$ cat src/rtl/pio_msg_pkg.sv
// rtl/pio_msg_pkg.sv - command/response field layout, codes and channel state for the PIO timer
package pio_msg_pkg;

  localparam int TAG_BIT = 31;
  localparam int OP_MSB  = 30;
  localparam int OP_LSB  = 28;
  localparam int CH_MSB  = 27;
  localparam int CH_LSB  = 24;
  localparam int DATA_W  = 24;

  localparam logic [2:0] OP_NOP   = 3'd0;
  localparam logic [2:0] OP_START = 3'd1;
  localparam logic [2:0] OP_STOP  = 3'd2;
  localparam logic [2:0] OP_READ  = 3'd3;
  localparam logic [2:0] OP_CLEAR = 3'd4;

  localparam logic [2:0] ST_NONE       = 3'b000;
  localparam logic [2:0] ST_ACK        = 3'b010;
  localparam logic [2:0] ST_DATA       = 3'b011;
  localparam logic [2:0] ST_ERR_BUSY   = 3'b100;
  localparam logic [2:0] ST_ERR_STATE  = 3'b101;
  localparam logic [2:0] ST_ERR_CHAN   = 3'b110;
  localparam logic [2:0] ST_ERR_OPCODE = 3'b111;

  typedef enum logic [1:0] {
    CH_IDLE    = 2'd0,
    CH_RUNNING = 2'd1,
    CH_STOPPED = 2'd2
  } ch_state_e;

endpackage

$ cat src/rtl/pio_cycle_channel.sv
// rtl/pio_cycle_channel.sv - one cycle-counter channel: IDLE/RUNNING/STOPPED FSM plus counter
module pio_cycle_channel
  import pio_msg_pkg::*;
#(
  parameter int CNT_W    = 24,
  parameter bit SATURATE = 1'b1
) (
  input  logic             clock,
  input  logic             reset_n,
  input  logic             start,
  input  logic             stop,
  input  logic             clear,
  output ch_state_e        state,
  output logic [CNT_W-1:0] count,
  output logic             running_next
);

  ch_state_e        state_q, state_d;
  logic [CNT_W-1:0] count_q, count_d;

  always_ff @(posedge clock or negedge reset_n) begin
    if (!reset_n) begin
      state_q <= CH_IDLE;
      count_q <= '0;
    end else begin
      state_q <= state_d;
      count_q <= count_d;
    end
  end

  // start/stop/clear are one-hot by construction; a stop freezes the value reported this edge
  always_comb begin
    state_d = state_q;
    count_d = count_q;
    if (clear) begin
      state_d = CH_IDLE;
      count_d = '0;
    end else if (stop) begin
      state_d = CH_STOPPED;
    end else if (start) begin
      state_d = CH_RUNNING;
      count_d = '0;
    end else if (state_q == CH_RUNNING) begin
      if (!(SATURATE && (&count_q))) begin
        count_d = count_q + CNT_W'(1);
      end
    end
  end

  assign state        = state_q;
  assign count        = count_q;
  assign running_next = (state_d == CH_RUNNING);

endmodule

$ cat src/rtl/pio_multi_channel_timer.sv
// rtl/pio_multi_channel_timer.sv - tag-handshaked PIO command decoder driving N_CH cycle counters
module pio_multi_channel_timer
  import pio_msg_pkg::*;
#(
  parameter int N_CH     = 4,
  parameter int CNT_W    = 24,
  parameter bit SATURATE = 1'b1
) (
  input  logic            clock,
  input  logic            reset_n,
  input  logic [31:0]     inputPio,
  output logic [31:0]     outputPio,
  output logic            led,
  output logic [N_CH-1:0] running
);

  logic [31:0]     in_q;
  logic            last_tag_q;
  logic [31:0]     out_q, out_d;
  logic [N_CH-1:0] running_q;
  logic            led_q;

  ch_state_e        ch_state [N_CH];
  logic [CNT_W-1:0] ch_count [N_CH];
  logic [N_CH-1:0]  start_v, stop_v, clear_v, run_nxt;

  logic             cmd_tag;
  logic [2:0]       cmd_op;
  logic [3:0]       cmd_ch;
  logic             accept;
  logic             ch_ok;
  logic [N_CH-1:0]  sel_oh;
  ch_state_e        sel_state;
  logic [CNT_W-1:0] sel_count;
  logic [2:0]       status;
  logic [DATA_W-1:0] data;
  logic             unused_bits;

  assign cmd_tag     = in_q[TAG_BIT];
  assign cmd_op      = in_q[OP_MSB:OP_LSB];
  assign cmd_ch      = in_q[CH_MSB:CH_LSB];
  assign accept      = (cmd_tag != last_tag_q);
  assign unused_bits = ^in_q[DATA_W-1:0];

  always_comb begin
    ch_ok     = 1'b0;
    sel_oh    = '0;
    sel_state = CH_IDLE;
    sel_count = '0;
    for (int i = 0; i < N_CH; i++) begin
      if (cmd_ch == 4'(i)) begin
        ch_ok     = 1'b1;
        sel_oh[i] = 1'b1;
        sel_state = ch_state[i];
        sel_count = ch_count[i];
      end
    end
  end

  // NOP is answered even for a nonexistent channel; every other opcode checks the channel first
  always_comb begin
    out_d   = out_q;
    start_v = '0;
    stop_v  = '0;
    clear_v = '0;
    status  = ST_NONE;
    data    = '0;
    if (accept) begin
      if (cmd_op == OP_NOP) begin
        status = ST_ACK;
      end else if (!ch_ok) begin
        status = ST_ERR_CHAN;
      end else begin
        case (cmd_op)
          OP_START: begin
            if (sel_state == CH_RUNNING) begin
              status = ST_ERR_BUSY;
            end else begin
              start_v = sel_oh;
              status  = ST_ACK;
            end
          end
          OP_STOP: begin
            if (sel_state == CH_RUNNING) begin
              stop_v             = sel_oh;
              status             = ST_DATA;
              data[CNT_W-1:0]    = sel_count;
            end else begin
              status = ST_ERR_STATE;
            end
          end
          OP_READ: begin
            status          = ST_DATA;
            data[CNT_W-1:0] = sel_count;
          end
          OP_CLEAR: begin
            clear_v = sel_oh;
            status  = ST_ACK;
          end
          default: status = ST_ERR_OPCODE;
        endcase
      end
      out_d = {cmd_tag, status, cmd_ch, data};
    end
  end

  always_ff @(posedge clock or negedge reset_n) begin
    if (!reset_n) begin
      in_q       <= '0;
      last_tag_q <= 1'b0;
      out_q      <= '0;
      running_q  <= '0;
      led_q      <= 1'b0;
    end else begin
      in_q       <= inputPio;
      last_tag_q <= cmd_tag;
      out_q      <= out_d;
      running_q  <= run_nxt;
      led_q      <= |run_nxt;
    end
  end

  for (genvar g = 0; g < N_CH; g++) begin : g_ch
    pio_cycle_channel #(
      .CNT_W   (CNT_W),
      .SATURATE(SATURATE)
    ) u_ch (
      .clock       (clock),
      .reset_n     (reset_n),
      .start       (start_v[g]),
      .stop        (stop_v[g]),
      .clear       (clear_v[g]),
      .state       (ch_state[g]),
      .count       (ch_count[g]),
      .running_next(run_nxt[g])
    );
  end

  assign outputPio = out_q;
  assign led       = led_q;
  assign running   = running_q;

endmodule
$ cat config.mk
export PLATFORM = sky130hd
export DESIGN_NAME = pio_multi_channel_timer
export DESIGN_NICKNAME = d
export VERILOG_FILES = /design/src/rtl/pio_msg_pkg.sv /design/src/rtl/pio_cycle_channel.sv /design/src/rtl/pio_multi_channel_timer.sv
export SDC_FILE = /design/constraint.sdc
export NUM_CORES = 1
export LEC_CHECK = 0
export CAP_MARGIN = 5
export CORE_MARGIN = 5
export CORE_UTILIZATION = 30
export CTS_CLUSTER_SIZE = 16
export DETAILED_ROUTE_END_ITERATION = 8
export PLACE_DENSITY = 0.59
export SLEW_MARGIN = 20
export SYNTH_ARGS = -nofsm -noshare
export SYNTH_HDL_FRONTEND = slang
export SYNTH_HIERARCHICAL = 1
export SYNTH_SLANG_ARGS = --single-unit
$ cat constraint.sdc
create_clock -name clock -period 4.6 [get_ports clock]
set_clock_uncertainty 0.1 [all_clocks]
set_input_delay 0.92 -clock clock [delete_from_list [all_inputs] [get_ports clock]]
set_output_delay 0.92 -clock clock [all_outputs]
set_load 0.005 [all_outputs]
== Yosys cells after proc, flatten, opt, wreduce, memory -nomap -nowiden ==
Cells that the tools add are included.
Widths: inputs -> output; s select.
Operators by class
  mux-type cells: 70
  reduce and logical (&&, ||, !) cells: 15
  equality and inequality tests: 25
  add/sub/neg operators: 4
Operators by type and width (count)
  $mux 24: 27
  $add 24x1->24 const B: 4
  $reduce_and 24->1: 4
  $mux 4: 14
  $pmux 24 s2: 1
  $mux 2: 16
  $eq 2x1->1 const B: 9
  $mux 3: 4
  $ne 3x3->1 const B: 4
  $pmux 3 s4: 1
  $reduce_and 3->1: 4
  $reduce_bool 3->1: 4
  $eq 4x2->1 const B: 2
  $ne 2x1->1 const B: 4
  $mux 1: 7
  $eq 3x2->1 const B: 2
  $eq 4x1->1 const B: 1
  $logic_not 4->1: 1
  $reduce_or 4->1: 1
  $eq 3x1->1 const B: 1
  $eq 3x3->1 const B: 1
  $logic_not 3->1: 1
  $ne 1x1->1: 1
Storage, ports and cells
  input port bits: 34
  register bits after elaboration: 174

== Depth between registers and ports, before layout ==
Gate-level depths: netlist of the first run.
  word-level depth: 16
  gate-level depth with buffers: 12

== By module ==
The synthesis of the first run kept the hierarchy.
Modules (own cells, without submodules)
  pio_cycle_channel (g_ch[1].u_ch ...): instances 3, cells each 171, area each 1552.7 µm², seq. area each 650.6 µm²
  pio_multi_channel_timer: instances 1, cells each 253, area each 2517.4 µm², seq. area each 1151.1 µm²
  pio_cycle_channel (g_ch[0].u_ch): instances 1, cells each 182, area each 1602.8 µm², seq. area each 650.6 µm²

== Worst setup path after synthesis of the first run ==
OpenSTA, ideal clock, no wires.
  path kind: register -> register
  start point: register in_q[27]
  end point: register g_ch[0].u_ch.count_q[15]
  cell stages (with the launch flop): 13
  buffers on the path: 4
  path slack: 1.193 ns
  required time: 4.362 ns
  data arrival time: 3.169 ns
  path through: dfrtp_1 > or2_1 > clkbuf_1 > or4_1 > buf_2 > or3_1 > nor3_1 > or2_2 > clkbuf_1 > o22ai_1 > clkbuf_1 > nor2_1 > a31oi_1
Between the ends
  cells in the longest elaborated chain, start to end: 14
  elaborated cells between the ends (all ways): 34
  those cells by class: 6 x eq/ne; 25 x mux; 3 x reduce/logical
RTL lines
  from (decl): RTL line pio_multi_channel_timer.sv:17  | logic [31:0] in_q;
  from (signal assigned): RTL line pio_multi_channel_timer.sv:115  | in_q <= inputPio;
  $logic_not 4->1: RTL line pio_multi_channel_timer.sv:51  | if (cmd_ch == 4'(i)) begin
  $mux 2 (4 in a row): RTL line pio_multi_channel_timer.sv:51
  $eq 2x1->1: RTL line pio_multi_channel_timer.sv:76  | if (sel_state == CH_RUNNING) begin
  $mux 4: RTL line pio_multi_channel_timer.sv:76
  $mux 4: RTL line pio_multi_channel_timer.sv:74  | case (cmd_op)
  $mux 4 (*): RTL line pio_multi_channel_timer.sv:71  | end else if (!ch_ok) begin
  $mux 4 (*): RTL line pio_multi_channel_timer.sv:69  | if (cmd_op == OP_NOP) begin
  $mux 4 (*): RTL line pio_multi_channel_timer.sv:68  | if (accept) begin
  net start_v[0]: RTL line pio_multi_channel_timer.sv:25  | logic [N_CH-1:0] start_v, stop_v, clear_v, run_nxt;
  $mux 24: RTL line pio_cycle_channel.sv:40  | end else if (start) begin
  $mux 24: RTL line pio_cycle_channel.sv:38  | end else if (stop) begin
  $mux 24: RTL line pio_cycle_channel.sv:35  | if (clear) begin
  to (signal assigned): RTL line pio_cycle_channel.sv:27  | count_q <= count_d;
  to (decl): RTL line pio_cycle_channel.sv:19  | logic [CNT_W-1:0] count_q, count_d;
Mark *: on every way through the listed nets, which the timed path passes. The rest lies on a longest branch. The select of a mux whose other input is x is not followed.
A chain may end at the register's enable or synchronous reset.

== Worst setup path in the final report of the first run ==
  start point: register in_q[27]
  end point: register g_ch[0].u_ch.count_q[3]
Same word-level chain as after synthesis.

==> flow_summary.yaml, run 1 <==
synthesis:
  synthArstFlopShare: 1.00
  ys_seq_area_frac: 0.428
  synth.most_common_cell: "dfrtp_1"
  synth_ff_type: "dfrtp_1"
  syn_area_um2: 8780
  ys_seq_elements: 150
  synth_edf_count: 0
  synth_nets: 986
  synth_area_leader_cell: "dfrtp_1"
  ys_types: 58
  synth_cells: 948
  synth_top_area_frac: 0.428
  ys_warn_count: 6
  synth_common_cells: "150 x dfrtp_1, 105 x o21ai_0, 86 x nand2_1"
  avgSynthCellArea_um2: 9.26
  synth_area_leaders: "dfrtp_1 43%, mux2_2 6.2%, o21ai_0 6.0%"
route:
  drt-total-wl_um: 25000
  dr.pass1.iters: 7
  viasPerCell: 5.56
  antenna_left: 0
  drc_errors: 0
  first_iter_violations: 638
  num_vias: 7561
  routedWlPerCell_um: 18.4
worst_setup_path:
  worstPathRequired_ns: 4.78
  critPathLaunchType: "flop"
  endpoint_kind: "flop"
  cp.arrival_ns: 4.06
  critPathLaunch: "in_q[27]$_DFF_PN0_"
  cp_max_fo: 20
  crit_type: "flop to flop"
  r2r-start: "in_q[27]$_DFF_PN0_"
final_layout:
  syn_to_final_growth_pct: 15.2
  num-nets-final: 1001
  n_fill_cell: 2921
  drive_gt1_frac: 0.131
  antennaDiodeCount: 0
  fin_area_um2: 10100
  post-route-util: 0.351
power_and_ir_drop:
  leakagePower_uw: 0.00399
  p_per_area_nw_per_um2: 349
  irDropWorstVdd_uv: 250
sta:
  fin_crit_sh: 0.843
  slew_violations: 0
  worstMarginPinSlew_ns: 1.07
  relSlewSlack: 0.283
  hold_viol: 0
  setup-tns-final_ns: 0
  timing.fmax_mhz: 258
  setup_violations: 0
  min_period_ns: 3.88
  rsz0062_at_grt: "false"
global_routing:
  gr-usage-all-layers: 0.152
  grt_max_degree: 99
  grt_busiest_layer: "met2"
  gr-usage-met2: 0.245
  antenna_found_initial: 0
  grt_pass1_vias: 7211
  use_met1: 0.212
  grt_pass1_wl_um: 40600
  gr-total-overflow: 0
  grt_use_met3: 0.0290
place:
  placed_cell_area_um2: 9440
  portBuffers: 46
  dpl.hpwl_um: 17200
  globalplace.congestion: 0.874
die:
  die_y_um: 181
  initial_core_util: 0.305
  die_area_um2: 32800
  die_w_um: 181
  rows: 62
  core_area_um2: 28800
  ios: 71
clocking:
  numCtsBuffers: 17
  htreeDepth: 4
  path_clk_slew_ns: 0.06
  clk_path_buf_depth: 2
  clk_latency_ns: 0.43
  cts_tree: "yes"
  post-cts-setup-buffers: 0
  cts_resized: 0
  cts_hold_buf: 0
  root_buffer: "clkbuf_16"
  cts.sinks: 150
flow_run:
  maxCapViolations: 0
outcome:
  outcome: "finished clean"
min_path:
  hold_class: "flop to flop"
  min_from: "outputPio[26]$_DFFE_PN0P_"
layout make-up:
cell class	instances	area (µm²)	share of cell area
inverters	18	67.6	0.00668
repair buffers	56	549	0.0543
flip-flops and latches	150	3750	0.371
clock buffers	19	443	0.0438
well taps	384	480	0.0475
clock inverters	13	229	0.0226
multi-input cells	720	4590	0.454
sequential cells by signal, summed over array words and instances (netlist names):
register and flops:
g_ch.u_ch/count 96, outputPio 32, g_ch.u_ch/state 8, in_q 8, running 4, last_tag_q 1
led 1
through the flow:
step                power [µW]  hold slack [ns]  cells  setup WS, ns
finish                    3530            0.371   1360         0.720
detailed placement        1940            0.360   1328         0.806
global placement          1930            0.360   1328         0.877
floorplan                 1780            0.347    948          1.19
CTS                       3560            0.375   1360         0.757
global route              3690            0.404   1360         0.510
cell usage in the layout, fill, tap and decap left out, types with 16 or more instances in the layout:
cell,instances
nand4_1,23
nand2_1,86
nor2_1,57
o21ai_0,105
inv_1,18
nand3_1,60
and3_1,23
clkbuf_16,17
o31ai_1,49
mux2_2,48
clkdlybuf4s50_1,45
dfrtp_1,149
a21oi_1,17
nand2b_1,16
o22ai_1,25
a31oi_1,41
kinds of logic after synthesis:
logic type | count (synthesis) | share of synthesized area
compound gates | 290 | 0.212
xor+xnor | 2 | 0.00200
fa+ha+maj | 4 | 0.00570
buf+inv | 78 | 0.0515
flops | 150 | 0.428
mux | 48 | 0.0616
simple gates | 376 | 0.240
worst max-delay path: stages (launching register included):
cell and delay (ns):
dfrtp_1 0.39, or2_1 0.33, or4_1 0.67, or3_1 0.39, nor3_1 0.57, or2_2 0.37
o22ai_1 0.12, buf_4 0.26, nor2_1 0.37, a31oi_1 0.16
report_power, final:
part / total [µW] / switching (µW) / leakage [µW] / internal (µW)
clock network: 1610 / 581 / 0.000315 / 1030
registers: 1520 / 118 / 0.00203 / 1400
logic: 404 / 239 / 0.00164 / 165
final timing paths:
check / slack, ns / endpoint / depth (start not counted)
min: 0.37 / outputPio[26]$_DFFE_PN0P_ / 2
max reg2reg: 0.72 / g_ch[0].u_ch/count[3]$_DFFE_PN0P_ / 9
min reg2reg: 0.37 / outputPio[26]$_DFFE_PN0P_ / 2
max: 0.72 / g_ch[0].u_ch/count[3]$_DFFE_PN0P_ / 9
max in group asynchronous: 3.10 / in_q[25]$_DFF_PN0_ / 2
min in group asynchronous: 0.49 / outputPio[2]$_DFFE_PN0P_ / 1
layer usage:
metal  share of wire  wire, µm
met5               0         0
met4           0.013       325
met1            0.46     11500
met2            0.48     12100
met3           0.048      1190
No activity file was read; power rests on OpenSTA's default activity.
==> run 2, diff against run 1 <==
- clock period: 4.6 -> 3.8 ns (I/O delays scaled with it)
==> flow_summary.yaml, run 2 (synthesis gave the netlist of run 1 again) <==
power_and_ir_drop:
  irDropWorstVdd_uv: 302
  finalPower_uw: 4040
  leakagePower_uw: 0.00401
  p_per_area_nw_per_um2: 398
global_routing:
  grt_pass1_wl_um: 40800
  grt_max_degree: 91
  antenna_found_initial: 0
  gr-usage-all-layers: 0.152
  grt_pass1_vias: 7189
  gr-total-overflow: 0
worst_setup_path:
  critPathTopFamily: "simple AND/OR/NAND/NOR gates"
  cp_max_fo: 24
  critPathLaunchType: "flop"
  cp_num_buf_inv: 0
  cp.arrival_ns: 3.66
  crit_chain: "and3b_1, or3_1, and2_1, nor4_1, nor2b_1, o21bai_1, o221ai_4, o21ai_0, o41ai_1"
  endpoint_kind: "flop"
  r2r_cells: 9
  crit_type: "flop to flop"
  slowest_delay_ns: 0.57
  path_depth: 9
  worstPathRequired_ns: 4.01
  crit_slowest_cell: "dfrtp_2"
  worst-r2r-setup-slack_ns: 0.34
min_path:
  hold_class: "primary input to async pin"
sta:
  relSlewSlack: 0.337
  setup-tns-final_ns: 0
  setup_violations: 0
  worstMarginPinSlew_ns: 0.985
  timing.fmax_mhz: 289
  rsz0062_at_grt: "false"
  slew_violations: 0
  min_period_ns: 3.46
  hold_viol: 0
  fin_crit_sh: 0.910
final_layout:
  drive_gt1_frac: 0.145
  finalNonFillerCells: 1373
  antennaDiodeCount: 0
  syn_to_final_growth_pct: 15.5
  final_common_cell: "dfrtp_1"
  largest_register_ff_count: 96
  final_cell_mix: "149 x dfrtp_1, 105 x o21ai_0, 86 x nand2_1, 60 x nand3_1, 56 x nor2_1"
  num-nets-final: 1014
clocking:
  root_buffer: "clkbuf_16"
  post-cts-setup-buffers: 0
  numCtsBuffers: 17
  cts_resized: 0
  cts_tree: "yes"
  path_clk_slew_ns: 0.06
  cts.sinks: 150
  htreeDepth: 4
  clk_path_buf_depth: 2
  clk_latency_ns: 0.43
  cts_hold_buf: 0
route:
  viasPerCell: 5.63
  num_vias: 7734
  drt-total-wl_um: 25200
  dr.pass1.iters: 5
  first_iter_violations: 702
  routedWlPerCell_um: 18.4
  antenna_left: 0
  drc_errors: 0
die:
  die_area_um2: 32800
  ios: 71
  core_area_um2: 28800
  die_w_um: 181
  rows: 62
  die_y_um: 181
  initial_core_util: 0.305
place:
  dpl.cell_count: 1341
  portBuffers: 46
  globalplace.congestion: 0.857
  dpl.hpwl_um: 17500
outcome:
  outcome: "finished clean"
flow_run:
  maxCapViolations: 0
-- run 2: final timing paths --
kind                                                 from                           endpoint
worst min register to register  outputPio[26]$_DFFE_PN0P_          outputPio[26]$_DFFE_PN0P_
worst max-delay path                   in_q[24]$_DFF_PN0_  g_ch[2].u_ch/count[8]$_DFFE_PN0P_
min in group clock              outputPio[26]$_DFFE_PN0P_          outputPio[26]$_DFFE_PN0P_
worst min-delay path                              reset_n  g_ch[3].u_ch/count[0]$_DFFE_PN0P_
worst max register to register         in_q[24]$_DFF_PN0_  g_ch[2].u_ch/count[8]$_DFFE_PN0P_
max in group asynchronous                         reset_n           outputPio[6]$_DFFE_PN0P_
-- run 2: where the power goes --
part | internal, µW | switching, µW | leakage [µW]
logic | 208 | 297 | 0.00170
clock network | 1000 | 701 | 0.000272
registers | 1690 | 138 | 0.00203
total | 2900 | 1140 | 0.00401
-- run 2: layout make-up --
class | count | area (µm²)
Clock buffer | 21 | 460
Clock inverter | 11 | 125
Fill cell | 2850 | 18600
Inverter | 18 | 67.6
Multi-Input combinational cell | 720 | 4600
Sequential cell | 150 | 3750
Tap cell | 384 | 480
Timing Repair Buffer | 69 | 647
-- run 2: worst reg2reg max path, stage by stage (launching register included) --
cell      delay (ns)
dfrtp_2         0.57
and3b_1         0.28
or3_1           0.42
and2_1          0.25
nor4_1          0.55
nor2b_1         0.10
o21bai_1        0.31
o221ai_4        0.36
o21ai_0         0.29
o41ai_1         0.10
-- run 2: layer usage --
layer | up-vias | routed length (µm) | GRT usage
met1 | 3812 | 11300 | 0.212
li1 | 3642 | - | -
met3 | 35 | 1420 | 0.0288
met4 | 0 | 439 | 0.0402
met5 | - | 0 | 0
met2 | 245 | 12100 | 0.243
-- run 2: stage by stage --
step                      instance area [µm²]  hold WS (ns)  setup WS, ns   util
after floorplan                          8780         0.347         0.393      -
after global placement                   9540         0.360         0.244  0.331
after detailed placement                 9540         0.360         0.194  0.331
after CTS                               10100         0.361         0.181  0.352
after global routing                    10100         0.401        0.0286  0.352
final                                   10100         0.319         0.343  0.352
==> run 3, diff against run 2 <==
- CAP_MARGIN: 5 -> 20
==> results of run 3 <==
Same layout as run 2: the final DEF is identical, and so are final timing and power.
